`src/rtl/project2_pkg.sv`:
```
// project2 shared constants: seven-segment table and key roles.
// Segment codes are active-low, bit6..bit0 = g,f,e,d,c,b,a.
package project2_pkg;

    localparam int KEY_ADD   = 0;
    localparam int KEY_SUB   = 1;
    localparam int KEY_DIGIT = 2;
    localparam int KEY_CLR   = 3;

    localparam int NDIG = 6;

    localparam logic [6:0] SEG_LUT [0:15] = '{
        7'h40, 7'h79, 7'h24, 7'h30,
        7'h19, 7'h12, 7'h02, 7'h78,
        7'h00, 7'h10, 7'h08, 7'h03,
        7'h46, 7'h21, 7'h06, 7'h0E
    };

endpackage

```
`src/rtl/project2_hex_to_7seg.sv`:
```
// hex_to_7seg: one nibble to an active-low seven-segment code.
// Ports: i_nib (4-bit value), o_seg (g..a, active-low).
import project2_pkg::*;

module hex_to_7seg (
    input  logic [3:0] i_nib,
    output logic [6:0] o_seg
);

    assign o_seg = SEG_LUT[i_nib];

endmodule

```
`src/rtl/project2.sv`:
```
// project2: 24-bit hex calculator register on switches/buttons.
// Ports: CLOCK_50, FPGA_RESET_N, SW, KEY in; LEDR, HEX0..HEX5 out.
import project2_pkg::*;

module project2 (
    input  logic       CLOCK_50,
    input  logic       FPGA_RESET_N,
    input  logic [9:0] SW,
    input  logic [3:0] KEY,
    output logic [9:0] LEDR,
    output logic [6:0] HEX0,
    output logic [6:0] HEX1,
    output logic [6:0] HEX2,
    output logic [6:0] HEX3,
    output logic [6:0] HEX4,
    output logic [6:0] HEX5
);

    logic [23:0] r_v;
    logic        r_c;
    logic [3:0]  r_kp;

    logic [3:0]  w_press;
    logic [24:0] w_add;
    logic [24:0] w_sub;
    logic [23:0] w_v_nxt;
    logic        w_c_nxt;
    logic [6:0]  w_hex [NDIG];

    // Keys are active-low: a press is a 1 -> 0 step between edges.
    assign w_press = r_kp & ~KEY;

    // Bit 24 of the 25-bit add is the carry; of the subtract, the borrow.
    assign w_add = {1'b0, r_v} + {15'b0, SW};
    assign w_sub = {1'b0, r_v} - {15'b0, SW};

    always_comb begin
        w_v_nxt = r_v;
        w_c_nxt = r_c;
        priority case (1'b1)
            w_press[KEY_CLR]: begin
                w_v_nxt = '0;
                w_c_nxt = 1'b0;
            end
            w_press[KEY_DIGIT]: begin
                w_v_nxt = {r_v[19:0], SW[3:0]};
            end
            w_press[KEY_SUB]: begin
                w_v_nxt = w_sub[23:0];
                w_c_nxt = w_sub[24];
            end
            w_press[KEY_ADD]: begin
                w_v_nxt = w_add[23:0];
                w_c_nxt = w_add[24];
            end
            default: ;
        endcase
    end

    always_ff @(posedge CLOCK_50) begin
        if (!FPGA_RESET_N) begin
            r_v  <= '0;
            r_c  <= 1'b0;
            r_kp <= 4'hF;
        end else begin
            r_v  <= w_v_nxt;
            r_c  <= w_c_nxt;
            r_kp <= KEY;
        end
    end

    for (genvar g = 0; g < NDIG; g++) begin : g_dig
        hex_to_7seg u_dig (
            .i_nib (r_v[4*g +: 4]),
            .o_seg (w_hex[g])
        );
    end

    assign HEX0 = w_hex[0];
    assign HEX1 = w_hex[1];
    assign HEX2 = w_hex[2];
    assign HEX3 = w_hex[3];
    assign HEX4 = w_hex[4];
    assign HEX5 = w_hex[5];

    assign LEDR = {(r_v == 24'h0), r_c, r_v[7:0]};

endmodule

```
`config.mk`:
```
export PLATFORM = sky130hd
export DESIGN_NAME = project2
export DESIGN_NICKNAME = d
export VERILOG_FILES = /design/src/rtl/project2_pkg.sv /design/src/rtl/project2_hex_to_7seg.sv /design/src/rtl/project2.sv
export SDC_FILE = /design/constraint.sdc
export NUM_CORES = 1
export LEC_CHECK = 0
export ABC_AREA = 0
export CORE_UTILIZATION = 40
export DETAILED_ROUTE_END_ITERATION = 7
export GPL_ROUTABILITY_DRIVEN = 0
export PLACE_DENSITY = 0.63
export SLEW_MARGIN = 20
export SYNTH_ARGS = -nofsm -noshare
export SYNTH_HDL_FRONTEND = slang
export SYNTH_SLANG_ARGS = --single-unit
```
`constraint.sdc`:
```
create_clock -name CLOCK_50 -period 3.4 [get_ports CLOCK_50]
set_clock_uncertainty 0.1 [all_clocks]
set_input_delay 0.51 -clock CLOCK_50 [delete_from_list [all_inputs] [get_ports CLOCK_50]]
set_output_delay 0.51 -clock CLOCK_50 [all_outputs]
set_load 0.02 [all_outputs]
```
==> flow_summary.yaml <==
layout:
  num_antenna_cells: 0
  drive_above_1_share_pct: 9.416
  nets: 689
  fill_cells: 960
  area_growth_pct: 23.93
  multi_input_area_mm2: 0.003202
  regArea_um2: 580.6
yosys:
  synth_top_area_share_pct: 16.81
  syn_nets: 624
  ys_warn_count: 0
  synthMuxAreaShare_pct: 6.693
  syn_area_mm2: 0.004094
  synth_edf_count: 0
  synth_cells: 551
  synth_area_leaders: "ha_1 17%, dfxtp_1 14%, o21ai_0 5.0%"
  synth_top_family_by_area: "compound AO/OA/AOI/OAI gates"
  dominantRegCellSynth: "dfxtp_1"
  syn_area_per_cell_um2: 7.430
  ys_seq_area_share_pct: 14.18
  ys_async_sr_fraction_pct: 0
  yosys.area.top_type: "ha_1"
  synth_compound_area_share_pct: 27.96
  synthAdderAreaFrac_pct: 17.79
  synth_xor_area_share_pct: 4.279
  synth-seq-cells: 29
  synth-simple-area-share_pct: 21.49
  synthDistinctLibCells: 68
place:
  detailedPlacementHpwl_um: 9298
  io_buffers: 67
timing:
  fmax_ghz: 0.3168
  fin_crit_ps: 3157
  hold_viol: 0
  setup_viol: 0
  rsz0062_at_grt: "false"
  fin_crit_sh_pct: 92.84
  worstMarginPinSlew_ps: 862.8
  drv_slew: 0
  tns_ps: 0
  relSlewSlack_pct: 41.87
global_routing:
  grt_pass1_vias: 3881
  grt_max_degree: 23
  antenna_found_initial: 0
  grt_overflow: 0
  grt_usage_pct: 23.39
  grt_pass1_wl_um: 19400
cts:
  cts.root.buffer_cell: "clkbuf_8"
  clock_latency_ps: 290
  post_cts_buffers: 0
  htreeDepth: 2
  cts_buffer_depth: 2
  cts_sinks: 29
  cts.repair.resized: 0
  ctsHoldBuffers: 0
  cts_buffers: 5
  path_clk_slew_ps: 70
  tritoncts: "yes"
worst_hold_path:
  hold_path_class: "reg2reg"
setup_path:
  cp_data_arrival_time_ps: 2550
  slowest_stage: "clkdlybuf4s50_1"
  start_kind: "register"
  path_class: "reg2out"
  crit_fanout: 11
  cp.buffers_inverters: 2
  slowest_delay_ps: 680
  path_cells: "inv_1 -> ha_1 -> and3_1 -> nand2_1 -> nor4_1 -> clkdlybuf4s50_1"
  required_ps: 2790
  cp_top_family: "buffers and inverters"
  end_kind: "primary output"
die:
  fp-row-count: 36
  fp.dieW_um: 103.2
  pin_count: 68
  start_util_pct: 41.50
  dieArea_mm2: 0.01064
  core_area_mm2: 0.009864
  die_height_um: 103.2
status:
  outcome: "complete, no violations"
job:
  maxCapViolCount: 0
power_and_ir_drop:
  cellLeakagePower_nw: 2.109
  power.density_mw_per_mm2: 320.0
  ir_worst_vdd_mv: 0.1447
  report.power.total_mw: 1.624
route:
  vias: 4352
  drt-pass1-iter-count: 6
  drc: 0
  vias_per_cell: 5.810
  drt_iter0_drc: 308
  postRouteAntennaNets: 0
  drt-total-wl_um: 12250
  drt-wirelength-per-cell_um: 16.36
## registers in the layout (all words and copies together) (netlist names)
signal,flops
r_c,1
r_kp,4
r_v,24
## metrics by stage
stage,cell area (um2),cells,utilization (%),setup WS (ps),hold slack [ps]
final,5074,749,51.43,243.5,382.5
after global routing,5074,749,51.43,9.437,423.3
after CTS,5074,749,51.43,247.3,382.5
after detailed placement,4987,742,50.56,20.11,371.4
after global placement,4987,742,50.56,64.22,364.5
after floorplan,4094,551,-,605.2,384.2
## per-layer routing
metal / GRT usage (%) / part of all wire [%]
met1: 31.95 / 46
met2: 38.56 / 46
met3: 3.661 / 6.6
met4: 5.525 / 2.0
met5: 0 / 0
## report_power, final
group          total (mW)  leakage, nW  switching [mW]  internal [mW]
clock network       0.304       0.0443           0.143          0.161
logic               0.903         1.83           0.497          0.406
registers           0.417        0.238          0.0526          0.364
## worst reg2reg max path, stage by stage (launching register included)
cell and delay [ps]:
dfxtp_1 430, inv_1 230, ha_1 230, inv_1 60, fa_1 380, a21o_1 220, a31oi_4 250, o31ai_2 130
o21ai_2 200, nand3_1 130, a211oi_1 320, a311oi_1 90, nor3_1 210
## cell families (layout without fill, tap and decap cells)
group / after synthesis / count (layout)
flip-flops: 29 / 29
XOR/XNOR: 20 / 20
AND/OR/NAND/NOR: 178 / 178
buffers and inverters: 77 / 142
adder cells (fa/ha/maj): 57 / 57
multiplexers: 21 / 21
AO/OA/AOI/OAI: 169 / 169
## worst paths after layout
check        depth (start not counted)                   to                  from  slack, ps
max                                  6              LEDR[9]  r_v[12]$_SDFFE_PP0P_        240
min                                  2  r_v[7]$_SDFFE_PP0P_   r_v[7]$_SDFFE_PP0P_        380
max reg2reg                         12     r_c$_SDFFE_PP0P_   r_v[0]$_SDFFE_PP0P_        340
min reg2reg                          2  r_v[7]$_SDFFE_PP0P_   r_v[7]$_SDFFE_PP0P_        380
## layout by cell type (no fill, tap or decap), types with 7 or more instances in the layout
cell,Yosys,layout
nor4_1,8,8
o211ai_1,7,7
nor2_1,48,48
inv_1,38,38
a22o_1,14,14
xor2_1,7,7
o21ai_0,41,41
a21oi_1,40,40
nor2b_1,15,15
mux2i_1,15,15
xnor2_1,13,13
buf_4,2,30
ha_1,55,55
nor3_1,8,8
clkdlybuf4s50_1,0,67
dfxtp_1,29,29
nand2b_1,11,11
a21o_1,7,7
nand2_1,44,44
nand3_1,21,21
a31oi_1,8,8
## cell type report
type                    instances  area share [%]
flip-flops and latches         29           11.44
multi-input cells             445           63.11
well taps                     133           3.280
clock buffers                   7           1.702
inverters                      38           2.811
repair buffers                 97           17.66
## synth_stat cells (all sizes together) (6+ instances only)
| cell | count |
|---|---|
| or3 | 6 |
| o211ai | 8 |
| a31oi | 9 |
| inv | 38 |
| o31ai | 8 |
| xnor2 | 13 |
| nand3 | 22 |
| clkbuf | 30 |
| nand2 | 44 |
| xor2 | 7 |
| a22o | 14 |
| nor2 | 48 |
| nor2b | 15 |
| o21ai | 43 |
| nor3 | 8 |
| dfxtp | 29 |
| mux2i | 15 |
| a211oi | 6 |
| ha | 55 |
| a21oi | 41 |
| nand2b | 11 |
| buf | 9 |
| a21o | 7 |
| nor4 | 9 |
Note: power is estimated with default switching activity, not from simulation.
